`src/rtl/avalon_mm_reg_bank_if.sv`:
```
// Avalon-MM bus bundle for avalon_mm_reg_bank.
// Ports: address/chipselect/write/read/writedata/byteenable (master->slave),
//        readdata/readdatavalid/waitrequest (slave->master).
interface avalon_mm_reg_bank_if #(
    parameter int AW = 4,
    parameter int DW = 32
);
    logic [AW-1:0]   address;
    logic            chipselect;
    logic            write;
    logic            read;
    logic [DW-1:0]   writedata;
    logic [DW/8-1:0] byteenable;
    logic [DW-1:0]   readdata;
    logic            readdatavalid;
    logic            waitrequest;

    modport master (
        output address, chipselect, write, read, writedata, byteenable,
        input  readdata, readdatavalid, waitrequest
    );

    modport slave (
        input  address, chipselect, write, read, writedata, byteenable,
        output readdata, readdatavalid, waitrequest
    );
endinterface

```
`src/rtl/avalon_mm_reg_bank.sv`:
```
// Avalon-MM slave register bank: RO_BASE r/w control words, then read-only
// status words, with pipelined reads of latency RD_LAT.
// Ports: clk, rst (sync, active-high), bus (Avalon-MM slave modport),
//        ctrl_q/ctrl_wr (control words + write pulses),
//        sts_in/sts_rd (status words + read pulses).
// Macro AVALON_REG_BYTEEN_EN: when defined, byteenable masks write lanes;
// otherwise every accepted write replaces the whole word.
module avalon_mm_reg_bank #(
    parameter int          DW      = 32,
    parameter int          AW      = 4,
    parameter int          REG_NUM = 16,
    parameter int          RO_BASE = 8,
    parameter int          RD_LAT  = 1,
    parameter logic [DW-1:0] RST_VAL = '0
) (
    input  logic                          clk,
    input  logic                          rst,
    avalon_mm_reg_bank_if.slave           bus,
    output logic [RO_BASE*DW-1:0]         ctrl_q,
    output logic [RO_BASE-1:0]            ctrl_wr,
    input  logic [(REG_NUM-RO_BASE)*DW-1:0] sts_in,
    output logic [REG_NUM-RO_BASE-1:0]    sts_rd
);
    localparam int ST_N = REG_NUM - RO_BASE;

    logic                 wait_q, wait_d;
    logic                 wr_acc, rd_acc;
    logic [DW-1:0]        rd_word;
    logic [RO_BASE*DW-1:0] ctrl_d;
    logic [RO_BASE-1:0]   ctrl_wr_q, ctrl_wr_d;
    logic [ST_N-1:0]      sts_rd_q, sts_rd_d;
    logic [RD_LAT-1:0]    rd_vld_q, rd_vld_d;
    logic [DW-1:0]        rd_data_q [RD_LAT];
    logic [DW-1:0]        rd_data_d [RD_LAT];

`ifndef AVALON_REG_BYTEEN_EN
    logic unused_be;
    assign unused_be = ^bus.byteenable;
`endif

    // Held high through reset and for one cycle after it drops.
    assign bus.waitrequest   = rst | wait_q;
    assign bus.readdata      = rd_data_q[RD_LAT-1];
    assign bus.readdatavalid = rd_vld_q[RD_LAT-1];
    assign ctrl_wr           = ctrl_wr_q;
    assign sts_rd            = sts_rd_q;

    always_comb begin
        wait_d = 1'b0;
        wr_acc = bus.chipselect & ~bus.waitrequest & bus.write;
        // A simultaneous write wins; the read is dropped.
        rd_acc = bus.chipselect & ~bus.waitrequest & bus.read & ~bus.write;

        ctrl_d    = ctrl_q;
        ctrl_wr_d = '0;
        for (int i = 0; i < RO_BASE; i++) begin
            if (wr_acc && bus.address == AW'(i)) begin
                ctrl_wr_d[i] = 1'b1;
`ifdef AVALON_REG_BYTEEN_EN
                for (int k = 0; k < DW/8; k++) begin
                    if (bus.byteenable[k]) begin
                        ctrl_d[i*DW+k*8 +: 8] = bus.writedata[k*8 +: 8];
                    end
                end
`else
                ctrl_d[i*DW +: DW] = bus.writedata;
`endif
            end
        end

        // Unmapped addresses fall through to zero.
        rd_word  = '0;
        sts_rd_d = '0;
        for (int i = 0; i < RO_BASE; i++) begin
            if (bus.address == AW'(i)) begin
                rd_word = ctrl_q[i*DW +: DW];
            end
        end
        for (int j = 0; j < ST_N; j++) begin
            if (bus.address == AW'(RO_BASE + j)) begin
                rd_word     = sts_in[j*DW +: DW];
                sts_rd_d[j] = rd_acc;
            end
        end

        // Data only moves with a valid token, so the last stage holds the
        // most recent response while readdatavalid is low.
        rd_vld_d[0]  = rd_acc;
        rd_data_d[0] = rd_acc ? rd_word : rd_data_q[0];
        for (int s = 1; s < RD_LAT; s++) begin
            rd_vld_d[s]  = rd_vld_q[s-1];
            rd_data_d[s] = rd_vld_q[s-1] ? rd_data_q[s-1] : rd_data_q[s];
        end
    end

    always_ff @(posedge clk) begin
        if (rst) begin
            wait_q    <= 1'b1;
            ctrl_q    <= {RO_BASE{RST_VAL}};
            ctrl_wr_q <= '0;
            sts_rd_q  <= '0;
            rd_vld_q  <= '0;
            for (int s = 0; s < RD_LAT; s++) begin
                rd_data_q[s] <= '0;
            end
        end else begin
            wait_q    <= wait_d;
            ctrl_q    <= ctrl_d;
            ctrl_wr_q <= ctrl_wr_d;
            sts_rd_q  <= sts_rd_d;
            rd_vld_q  <= rd_vld_d;
            for (int s = 0; s < RD_LAT; s++) begin
                rd_data_q[s] <= rd_data_d[s];
            end
        end
    end
endmodule
```
`src/flat_wrapper.sv`:
```
// flat-port wrapper written by rule: the top's interface ports become plain ports
module avalon_mm_reg_bank_flat 
#(
    parameter int          DW      = 32,
    parameter int          AW      = 4,
    parameter int          REG_NUM = 16,
    parameter int          RO_BASE = 8,
    parameter int          RD_LAT  = 1,
    parameter logic [DW-1:0] RST_VAL = '0
)
  (clk, rst, ctrl_q, ctrl_wr, sts_in, sts_rd, bus_address, bus_chipselect, bus_write, bus_read, bus_writedata, bus_byteenable, bus_readdata, bus_readdatavalid, bus_waitrequest);
  avalon_mm_reg_bank_if #(.AW(AW), .DW(DW)) bus_i ();
  input  logic clk;
  input  logic rst;
  output logic [RO_BASE*DW-1:0] ctrl_q;
  output logic [RO_BASE-1:0] ctrl_wr;
  input  logic [(REG_NUM-RO_BASE)*DW-1:0] sts_in;
  output logic [REG_NUM-RO_BASE-1:0] sts_rd;
  input wire logic [$bits(bus_i.address)-1:0] bus_address;
  input wire logic [$bits(bus_i.chipselect)-1:0] bus_chipselect;
  input wire logic [$bits(bus_i.write)-1:0] bus_write;
  input wire logic [$bits(bus_i.read)-1:0] bus_read;
  input wire logic [$bits(bus_i.writedata)-1:0] bus_writedata;
  input wire logic [$bits(bus_i.byteenable)-1:0] bus_byteenable;
  output wire logic [$bits(bus_i.readdata)-1:0] bus_readdata;
  output wire logic [$bits(bus_i.readdatavalid)-1:0] bus_readdatavalid;
  output wire logic [$bits(bus_i.waitrequest)-1:0] bus_waitrequest;
  assign bus_i.address = bus_address;
  assign bus_i.chipselect = bus_chipselect;
  assign bus_i.write = bus_write;
  assign bus_i.read = bus_read;
  assign bus_i.writedata = bus_writedata;
  assign bus_i.byteenable = bus_byteenable;
  assign bus_readdata = bus_i.readdata;
  assign bus_readdatavalid = bus_i.readdatavalid;
  assign bus_waitrequest = bus_i.waitrequest;
  avalon_mm_reg_bank #(.DW(DW), .AW(AW), .REG_NUM(REG_NUM), .RO_BASE(RO_BASE), .RD_LAT(RD_LAT), .RST_VAL(RST_VAL)) u_core (.clk(clk), .rst(rst), .bus(bus_i), .ctrl_q(ctrl_q), .ctrl_wr(ctrl_wr), .sts_in(sts_in), .sts_rd(sts_rd));
endmodule
```
`config.mk`:
```
export PLATFORM = sky130hd
export DESIGN_NAME = avalon_mm_reg_bank_flat
export DESIGN_NICKNAME = d
export VERILOG_FILES = /design/src/rtl/avalon_mm_reg_bank_if.sv /design/src/rtl/avalon_mm_reg_bank.sv /design/src/flat_wrapper.sv
export SDC_FILE = /design/constraint.sdc
export NUM_CORES = 1
export LEC_CHECK = 0
export ABC_AREA = 1
export CORE_AREA = 2 2 239 241
export DETAILED_ROUTE_END_ITERATION = 6
export DIE_AREA = 0 0 241 243
export SYNTH_ARGS = -nofsm -noshare
export SYNTH_HDL_FRONTEND = slang
export SYNTH_SLANG_ARGS = --single-unit
```
`constraint.sdc`:
```
create_clock -name clk -period 3.2 [get_ports clk]
set_clock_uncertainty 0.2 [all_clocks]
set_input_delay 0.48 -clock clk [delete_from_list [all_inputs] [get_ports clk]]
set_output_delay 0.48 -clock clk [all_outputs]
set_load 0.01 [all_outputs]
```
# [After elaboration in Yosys (flattened, before gate mapping)]
# Memory sizes are Yosys's and may differ from the RTL's.
# Cells that the tools add are included.
[word_totals] ramBits=32 inputBits=301 regBits=274 memories=1
[memory_table] name="u_core.rd_data_q" words=1 width=32 read_ports=1 rd_ports_with_merged_regs=0 write_ports=1 line="avalon_mm_reg_bank.sv:33" rtl="logic [DW-1:0] rd_data_q [RD_LAT];"
[classes] n_bitwise=15 eq_ne=15 n_mux=30 reduce_logical=18
[ops] cell="32-bit 2-to-1 mux" n=18
[ops] cell="4-bit == test, second input constant" n=8
[ops] cell="32-bit OR reduction" n=1
[ops] cell="4-bit by 3-bit == test with 1-bit output, second input constant" n=4
[ops] cell="2-bit OR reduction" n=8
[ops] cell="1-bit 2-to-1 mux" n=12
[ops] cell="1-bit inverter" n=10
[ops] cell="4-bit by 2-bit == test with 1-bit output, second input constant" n=2
[ops] cell="1-bit logical AND" n=8
[ops] cell="1-bit AND" n=4
[ops] cell="4-bit by 1-bit == test with 1-bit output, second input constant" n=1
[ops] cell="4-bit zero test" n=1
[ops] cell="1-bit bitwise OR" n=1

# [Logic depth before layout (Yosys ltp)]
# Gate-level depths: netlist of the first run.
[logic_depth] ltp_word=19 depth_mapped=15

# [Worst setup path before layout of the first run]
# No wires, ideal clock.
[synth_timing] path_kind="input -> register" from="input port rst" to="register u_core.ctrl_q[121]" arrival_time_ns=1.779 path_slack_ns=1.152 required_ns=2.930 n_path_buf=3 cell_stages=10 setup_time_ns=0.070 path_cell_list="clkbuf_1 > inv_2 > nand3_1 > nor2_1 > inv_1 > nor2_4 > inv_2 > buf_2 > buf_2 > a21oi_1"
[synth_between] elab_chain_cells=5
[synth_rtl] item="start: declaration" line="flat_wrapper.sv:14" rtl="input logic rst;"
[synth_rtl] item="1-bit bitwise OR" line="avalon_mm_reg_bank.sv:42" rtl="assign bus.waitrequest = rst | wait_q;"
[synth_rtl] item="1-bit inverter" line="avalon_mm_reg_bank.sv:50" rtl="wr_acc = bus.chipselect & ~bus.waitrequest & bus.write;"
[synth_rtl] item="1-bit AND (2 in a row)" line="avalon_mm_reg_bank.sv:50"
[synth_rtl] item="1-bit logical AND" line="avalon_mm_reg_bank.sv:57" rtl="if (wr_acc && bus.address == AW'(i)) begin"
[synth_rtl] item="end signal: assignment" line="avalon_mm_reg_bank.sv:99" rtl="ctrl_q <= {RO_BASE{RST_VAL}};"
[synth_rtl] item="end signal: assignment" line="avalon_mm_reg_bank.sv:108" rtl="ctrl_q <= ctrl_d;"
[synth_rtl] item="end: declaration" line="avalon_mm_reg_bank.sv:19" rtl="output logic [RO_BASE*DW-1:0] ctrl_q,"
# Several ways; a longest one is shown, not always the timed one.
# A chain may end at the register's enable or synchronous reset.

# [Final worst setup path of the first run]
[layout_timing] from="input port bus_address[1]" to="memory u_core.rd_data_q[0][20]"
[layout_between] elab_chain_cells=19 elab_cells_between_ends=34 classes_between="eq/ne: 15; mux: 18; reduce/logical: 1"
[layout_rtl] item="start: declaration" line="flat_wrapper.sv:19" rtl="input wire logic [$bits(bus_i.address)-1:0] bus_address;"
[layout_rtl] item="4-bit zero test" line="avalon_mm_reg_bank.sv:75" rtl="if (bus.address == AW'(i)) begin"
[layout_rtl] item="32-bit 2-to-1 mux (8 in a row)" line="avalon_mm_reg_bank.sv:75"
[layout_rtl] item="32-bit 2-to-1 mux (7 in a row)" line="avalon_mm_reg_bank.sv:80" rtl="if (bus.address == AW'(RO_BASE + j)) begin"
[layout_rtl] item="32-bit 2-to-1 mux (*)" line="avalon_mm_reg_bank.sv:80"
[layout_rtl] item="32-bit 2-to-1 mux (*)" line="avalon_mm_reg_bank.sv:89" rtl="rd_data_d[0] = rd_acc ? rd_word : rd_data_q[0];"
[layout_rtl] item="32-bit 2-to-1 mux (no source line) (*)"
[layout_rtl] item="end: declaration" line="avalon_mm_reg_bank.sv:33"
# Mark *: on every way between the ends. The rest lies on a longest branch, timed or not.

==> impl_metrics.ini, run 1 <==
[run_status]
run_status = finished, final reports clean

[finish]
final_nets = 3096
multi_input_comb_area_sq_mm = 0.00731
area_added_between_synthesis_and_finish_pct = 59.9
seqCellArea_sq_mm = 0.00613
share_of_post_route_cells_with_drive_strength_above_1_pct = 7.50
layout.filler_cells = 5836

[clock_tree]
cts_post_setup_buffers_inserted = 0
post_cts_resized = 0
clock_tree.root_cell = clkbuf_16
worstSkewPairLatency_ns = 0.58
cts_tree = built
clock_path_buffers = 3
cts.clk_slew.worst_paths_ns = 0.06
cts_hold_buffers = 0
sink_count = 306
cts_buffers = 39
cts.htree.levels = 2

[detailed_routing]
avgRoutedWirePerCell_um = 21.3
postRouteWirelength_mm = 76.5
drc_errors = 0
drt_first_iter_violations = 1335
vias = 17400
detail_route.first_pass.iterations = 6
via_density_per_instance = 4.86
route.antenna.remaining_nets = 0

[grt]
grt_use_total_pct = 25.1
grt-ovfl-total = 0
grt_max_degree = 257
antenna_found_initial = 6
number_of_global_route_vias_before_repair = 16700
grt_pass1_wl_mm = 110

[synthesis]
post_synth_mux_area_share_pct = 0
portion_of_the_post_synthesis_area_used_by_sequential_elements_pct = 42.6
postSynthAreaPerCell_sq_um = 6.51
synth.cell_area_sq_mm = 0.0144
syn-num-nets = 2510
synth_seq_cells = 306
synth-xor-area-share_pct = 0
synth-compound-area-share_pct = 13.5
post_synth_and_or_nand_nor_area_fraction_pct = 37.1
ys_types = 22
synth_cells = 2209
synth_top_area_share_pct = 42.6
synth_area_leaders = dfxtp_1 43%, nor2_1 17%, nand2_1 9.1%
yosysWarningCount = 0
synthDominantAreaCellType = dfxtp_1
synth_fa_ha_area_share_pct = 0
combinational_family_with_the_most_area_after_synthesis = simple AND/OR/NAND/NOR gates

[worst_hold_path]
worstHoldPathType = reg -> reg
hold_path_startpoint = u_core.rd_data_q[0][24]

[run]
timing.max_cap.violations = 0

[critical_path]
worst-setup-path-type = in -> reg
crit_arrival_ns = 3.05
critical_path_required_ns = 3.48
r2r-start = u_core.wait_q
end_kind = flop
critPathLaunch = bus_address[1]
worstRegToRegCells = 8
worst-path-max-fanout = 26
setup.worst_path.start_class = input pin
capture_point_of_the_worst_path = u_core.rd_data_q[0][20]
worst_r2r_endpoint = u_core.ctrl_q[107]
worst_r2r_setup_slack_ns = 0.79

[timing]
maxSlewHeadroom_pct = 7.36
post-route-min-period_ns = 2.76
post-route-period-util_pct = 86.4
fmaxAchievable_ghz = 0.362
report.final.hold_viol_count = 0
number_of_endpoints_failing_setup_at_the_final_stage = 0
tightestPinTransition_ns = 1.39
worst_slack_ns = 0.437
grt_setup_unrepaired = no
fin_tns_setup_ns = 0
slew_viol_final = 0

[place]
gpl.final_weighted_congestion = 0.928
io_buffer_count = 602
preCtsSetupSlack_ns = -0.167
hpwlAfterDp_mm = 57.5

[floorplanning]
fp.dieW_um = 241
coreArea_sq_mm = 0.0560
floorplan.initialDensity_pct = 25.7
io-pin-count = 607
dieHeight_um = 243
die_area_sq_mm = 0.0586
num_rows = 87

[power]
static-leakage-power_nw = 8.82
powerDensity_mw_per_mm2 = 413
total_power_mw = 9.51
peakVddDrop_uv = 305
[worst min path at each step]
| stage | endpoint | depth (start not counted) |
|---|---|---|
| after floorplan | u_core.ctrl_q[100] | 2 |
| after global placement | u_core.rd_data_q[0][31] | 2 |
| after detailed placement | u_core.rd_data_q[0][24] | 2 |
| after CTS | u_core.rd_data_q[0][29] | 2 |
| after global routing | u_core.rd_data_q[0][29] | 2 |
| final | u_core.rd_data_q[0][24] | 2 |
[cell type report]
| cell class | instances | area share, % |
|---|---|---|
| Antenna cell | 2 | 0.0218 |
| Clock buffer | 51 | 4.66 |
| Clock inverter | 20 | 1.17 |
| Inverter | 98 | 1.62 |
| Multi-Input combinational cell | 1658 | 31.8 |
| Sequential cell | 306 | 26.6 |
| Tap cell | 756 | 4.11 |
| Timing Repair Buffer | 692 | 30.0 |
[synth_stat cells]
library cell,instances
nor3_1,4
nand3_1,130
dfxtp_1,306
buf_1,9
or2_0,22
o21ai_1,11
or2_1,3
nand2_4,1
nand2_2,3
inv_2,18
buf_4,3
or2_2,15
nand4_1,90
nor2_2,7
o21ai_0,245
a21oi_1,131
clkbuf_1,93
inv_1,80
nor2_4,6
buf_2,42
nor2_1,642
nand2_1,348
[power by group]
part           switching [mW]  leakage [nW]  internal, mW
clock network            1.89         0.650          2.79
logic                   0.485          5.71         0.499
registers              0.0145          2.47          3.83
[metal layers]
layer | track usage (%) | part of all wire, % | up-vias
li1 | - | - | 8341
met1 | 30.2 | 40 | 8172
met2 | 42.5 | 48 | 728
met3 | 6.15 | 7.9 | 157
met4 | 10.3 | 4.1 | 8
met5 | 0 | 0.058 | -
[cell usage in the layout (no fill, tap or decap), drive strengths merged, types with 5 or more instances in the layout]
cell	instances
bufinv	5
clkdlybuf4s50	602
nand2	352
a21oi	131
o21ai	256
clkbuf	51
buf	90
nor2	655
clkinv	11
nand4	90
or2	40
nand3	130
inv	99
dfxtp	306
[worst max-delay path, stage by stage]
cell and delay, ns:
clkdlybuf4s50_1 0.45, buf_12 0.16, nor2_4 0.50, nand2_1 0.39, inv_1 0.25, buf_12 0.21, nand2_1 0.11, nand4_1 0.12
nor2_1 0.05, nand4_1 0.06, nand2_1 0.08, a21oi_1 0.14
[registers in the layout (all words and copies together), names as in the netlist]
| name | cells |
|---|---|
| u_core.bus.readdatavalid | 1 |
| u_core.ctrl_q | 256 |
| u_core.ctrl_wr | 8 |
| u_core.rd_data_q | 32 |
| u_core.sts_rd | 8 |
| u_core.wait_q | 1 |
[metrics by stage]
stage	hold WS [ns]	utilization (%)	cell area [sq um]	instances
after floorplan	0.288	-	14400	2209
after global routing	0.279	41.1	23000	3583
after global placement	0.251	38.7	21700	3510
after CTS	0.265	41.1	23000	3581
after detailed placement	0.254	38.7	21700	3510
final	0.263	41.1	23000	3583
[cell families (layout without fill, tap and decap cells)]
family,Yosys count,after routing
flops,306,306
other cells,0,2
simple gates,1271,1271
compound gates,387,387
buf+inv,245,861
No activity file was read; power rests on OpenSTA's default activity.
==> run 2: changes to the inputs <==
Clock period 3.2 ns to 3.5 ns, I/O delays scaled along.
==> impl_metrics.ini, run 2 (synthesized netlist as in run 1, its figures left out) <==
[floorplanning]
die_area_sq_mm = 0.0586
fp.dieW_um = 241
io-pin-count = 607
dieHeight_um = 243
coreArea_sq_mm = 0.0560
floorplan.initialDensity_pct = 25.7
num_rows = 87

[power]
power_report.internal_total_mw = 6.19
comb_power_share_pct = 10.6
static-leakage-power_nw = 8.58
powerDensity_mw_per_mm2 = 369
power.switching_fraction_pct = 25.6
power.clock.fraction_pct = 47.2
power_frac_seq_pct = 42.2
peakVddDrop_uv = 279
total_switching_power_mw = 2.13

[timing]
report.final.hold_viol_count = 0
maxSlewHeadroom_pct = 7.19
slew_viol_final = 0
post-route-period-util_pct = 83.3
grt_setup_unrepaired = no
tightestPinTransition_ns = 1.39
post-route-min-period_ns = 2.92
fin_tns_setup_ns = 0
worst_slack_ns = 0.583
fmaxAchievable_ghz = 0.343
number_of_endpoints_failing_setup_at_the_final_stage = 0

[detailed_routing]
via_density_per_instance = 4.90
detail_route.first_pass.iterations = 7
avgRoutedWirePerCell_um = 21.3
drc_errors = 0
drt_first_iter_violations = 1348
route.antenna.remaining_nets = 0
vias = 17400
postRouteWirelength_mm = 75.6

[grt]
grt_max_degree = 257
antenna_found_initial = 3
met1_track_demand_over_resource_in_global_routing_pct = 30.5
grt_util_met3_pct = 6.12
grt-ovfl-total = 0
grt_util_met2_pct = 41.5
grt_use_total_pct = 24.8
number_of_global_route_vias_before_repair = 16500
grt_most_used_layer = met2
grt_pass1_wl_mm = 108

[place]
preCtsSetupSlack_ns = 0.0280
io_buffer_count = 602
hpwlAfterDp_mm = 57.3
gpl.final_weighted_congestion = 0.971

[clock_tree]
cts_buffers = 39
post_cts_resized = 0
cts_hold_buffers = 0
clock_path_buffers = 3
cts.clk_slew.worst_paths_ns = 0.06
cts_tree = built
cts_post_setup_buffers_inserted = 0
clock_tree.root_cell = clkbuf_16
cts.htree.levels = 2
sink_count = 306
worstSkewPairLatency_ns = 0.56

[finish]
layout.filler_cells = 5913
final_common_cell = nor2_1
mostFrequentLayoutCells = 634 x nor2_1, 602 x clkdlybuf4s50_1, 348 x nand2_1
area_added_between_synthesis_and_finish_pct = 56.8
largest_registers = u_core.ctrl_q x256, u_core.rd_data_q x32
share_of_post_route_cells_with_drive_strength_above_1_pct = 6.13
final_nets = 3061
number_of_flip_flops_under_the_largest_register_name = 256
largest-register = u_core.ctrl_q

[critical_path]
worst-setup-path-type = in -> reg
end_kind = flop
critical_path.cell_chain = clkdlybuf4s50_1, inv_1, nor2_4, nand3_1, nand3_1, nor2_1, buf_4, nand4_1, nand2_1, nand4_1, nor2_1, nand4_1, nand2_1, a21oi_1
critical_path_required_ns = 3.80
critical_path.max_stage_delay_ns = 0.69
crit_arrival_ns = 3.21
setup.worst_path.start_class = input pin
critical_path.top_delay_family = simple AND/OR/NAND/NOR gates
worst-path-max-fanout = 27
worst_path_max_delay_cell = clkdlybuf4s50_1
critical_path.n_buffers_inverters = 3
worst_path_most_repeated_cell = nand4_1

[worst_hold_path]
worstHoldPathType = reg -> reg

[run_status]
run_status = finished, final reports clean

[run]
timing.max_cap.violations = 0
## run 2: layout make-up
class                      count  area (sq um)  area share, %
antenna                        1          2.50         0.0111
clock buffer                  55          1090           4.82
clock inverter                14           123          0.544
inverter                      98           373           1.65
multi-input combinational   1658          7310           32.4
sequential                   306          6130           27.2
tap                          756           946           4.19
timing repair buffer         657          6590           29.2
## run 2: worst paths after layout
check | slack (ns) | end | depth (start not counted) | from
setup / recovery | 0.58 | u_core.rd_data_q[0][31] | 14 | bus_address[0]
hold / removal | 0.26 | u_core.rd_data_q[0][31] | 2 | u_core.rd_data_q[0][31]
setup reg to reg | 0.88 | u_core.ctrl_q[111] | 8 | u_core.wait_q
hold reg to reg | 0.26 | u_core.rd_data_q[0][31] | 2 | u_core.rd_data_q[0][31]
## run 2: power by group through the flow
stage	Combinational, mW	Sequential (mW)	Clock (mW)
finish	0.879	3.51	3.92
global route	0.940	3.51	4.12
CTS	0.879	3.51	3.99
detailed placement	0.873	3.59	0
global placement	0.870	3.59	0
floorplan	0.277	3.59	0
## run 2: routing by layer
layer  part of all wire (%)  vias up
met3                    8.1      131
met2                     48      722
met4                    3.7        6
met1                     40     8232
met5                  0.050        -
li1                       -     8290
## run 2: worst min-delay path: stages, from the launching register on
cell and delay [ns]:
dfxtp_1 0.31, nand2_1 0.06, a21oi_1 0.05
## run 2: stage by stage
step	std cells	cell area (sq um)	utilization [%]	hold slack, ns	power, mW
floorplan	2209	14400	-	0.288	3.87
global placement	3475	21300	38.1	0.253	4.46
detailed placement	3475	21300	38.1	0.256	4.46
CTS	3544	22600	40.3	0.265	8.38
global route	3544	22600	40.3	0.283	8.58
finish	3545	22600	40.3	0.264	8.32
==> run 3: changes to the inputs <==
Settings changed: CORE_AREA 2 2 239 241 to 2 2 233 235, DIE_AREA 0 0 241 243 to 0 0 235 237.
Clock period 3.5 ns to 2.5 ns, I/O delays scaled along.
==> impl_metrics.ini, run 3 (synthesized netlist as in run 1, its figures left out) <==
[run_status]
run_status = complete, but fails checks
violations = design-rule violations

[power]
comb_power_share_pct = 11.1
power_report.internal_total_mw = 8.99
power.clock.fraction_pct = 47.7
total_switching_power_mw = 2.94
power.switching_fraction_pct = 24.6
powerDensity_mw_per_mm2 = 506
power_frac_seq_pct = 41.2
total_power_mw = 11.9
static-leakage-power_nw = 9.20
peakVddDrop_uv = 357

[detailed_routing]
drc_errors = 7
avgRoutedWirePerCell_um = 22.2
met2RoutedLength_mm = 38.7
met1Wirelength_mm = 31.7
vias = 17900
route.antenna.remaining_nets = 0
top_layer = met5
via_density_per_instance = 5.00
detail_route.first_pass.iterations = 7
wl_met3_mm = 6.26
drt_first_iter_violations = 1569
postRouteWirelength_mm = 79.4

[place]
preCtsSetupSlack_ns = -0.730
io_buffer_count = 602
placed_area_sq_mm = 0.0223
gpl.final_weighted_congestion = 0.977
hpwlAfterDp_mm = 61.4

[timing]
report.final.hold_viol_count = 0
maxSlewHeadroom_pct = 44.0
worst_slack_ns = 0.179
grt_setup_unrepaired = no
post-route-min-period_ns = 2.32
tightestPinTransition_ns = 0.838
post-route-period-util_pct = 92.8
fmaxAchievable_ghz = 0.431
number_of_endpoints_failing_setup_at_the_final_stage = 0
slew_viol_final = 0

[run]
timing.max_cap.violations = 0

[floorplanning]
coreArea_sq_mm = 0.0533
fp.dieW_um = 235
floorplan.initialDensity_pct = 27.0
dieHeight_um = 237
die_area_sq_mm = 0.0557
io-pin-count = 607
num_rows = 85

[clock_tree]
clock_tree.root_cell = clkbuf_16
clock_path_buffers = 3
sink_count = 306
worstSkewPairLatency_ns = 0.55
cts.htree.levels = 2
cts_tree = built
cts_hold_buffers = 0
cts_buffers = 38
cts.clk_slew.worst_paths_ns = 0.07

[finish]
multi_input_comb_area_sq_mm = 0.00734
stdcell_area_sq_mm = 0.0236
mostFrequentLayoutCells = 629 x nor2_1, 598 x clkdlybuf4s50_1, 348 x nand2_1
finish.utilization_pct = 44.3
largest-register = u_core.ctrl_q
largest_registers = u_core.ctrl_q x256, u_core.rd_data_q x32
number_of_flip_flops_under_the_largest_register_name = 256
final_nets = 3154
final_common_cell = nor2_1
seqCellArea_sq_mm = 0.00613
share_of_post_route_cells_with_drive_strength_above_1_pct = 9.45
area_added_between_synthesis_and_finish_pct = 64.0
layout.filler_cells = 5383

[critical_path]
critical_path.max_stage_delay_ns = 0.44
setup.worst_path.start_class = input pin
worst-path-max-fanout = 21
critical_path_required_ns = 2.71
critical_path.cell_chain = dlygate4sd2_1, buf_4, inv_2, nand2_2, buf_4, nor2_2, buf_4, nand2_1, nand4_1, nand2_1, nand4_1, nor2_1, nand4_1, nand2_1, a21oi_1
critical_path.top_delay_family = buffers and inverters
worst-setup-path-type = in -> reg
end_kind = flop
worst_path_max_delay_cell = dlygate4sd2_1
critical_path.n_buffers_inverters = 5
crit_arrival_ns = 2.53

[grt]
grt_pass1_wl_mm = 115
number_of_global_route_vias_before_repair = 17100
grt-ovfl-total = 0
grt_max_degree = 153
grt_use_total_pct = 27.3
antenna_found_initial = 3

[worst_hold_path]
worstHoldPathType = reg -> reg
## run 3: worst reg2reg max path: stages (launching register included)
cell and delay (ns):
dfxtp_1 0.30, inv_1 0.06, nand3_1 0.09, nor2_1 0.12, buf_4 0.17, inv_1 0.19, nor2_2 0.22, inv_2 0.13
buf_4 0.20, nor2_1 0.09, nor2_1 0.06
## run 3: what timing repair did
item	4_1_cts	5_1_grt
setup endpoints to repair	32	0
gates resized for setup	10	0
buffers inserted	2	0
## run 3: power groups by stage
stage          combinational [mW]  clock, mW  sequential [mW]
6_report                     1.32       5.69             4.92
5_1_grt                      1.41       5.99             4.92
3_5_place_dp                 1.31          0             5.03
2_1_floorplan               0.387          0             5.03
4_1_cts                      1.32       5.81             4.92
3_3_place_gp                 1.30          0             5.03
## run 3: layer usage
layer | track usage (%) | vias up
met5 | 0 | -
met4 | 9.47 | 4
met3 | 6.39 | 144
met2 | 47.0 | 844
met1 | 33.2 | 8418
li1 | - | 8467
## run 3: path summary, 6_finish.rpt
kind | from | end | slack [ns] | cells past startpoint
setup reg to reg | u_core.wait_q | u_core.ctrl_q[92] | 0.54 | 10
hold / removal | u_core.rd_data_q[0][20] | u_core.rd_data_q[0][20] | 0.27 | 2
setup / recovery | bus_address[1] | u_core.rd_data_q[0][21] | 0.18 | 15
hold reg to reg | u_core.rd_data_q[0][20] | u_core.rd_data_q[0][20] | 0.27 | 2
## run 3: area by class of cell
class	instances	area share, %
flip-flops and latches	306	26.0
repair buffers	750	32.3
inverters	98	1.58
clock inverters	13	0.663
multi-input cells	1659	31.1
clock buffers	53	4.70
well taps	696	3.69
diodes	1	0.0106
## run 3: through the flow
step	hold slack, ns	TNS [ns]	std cells
final	0.267	0	3576
after global routing	0.284	0	3576
after CTS	0.267	0	3575
after detailed placement	0.258	-89.78	3506
after global placement	0.253	-89.00	3506
after floorplan	0.203	0	2209
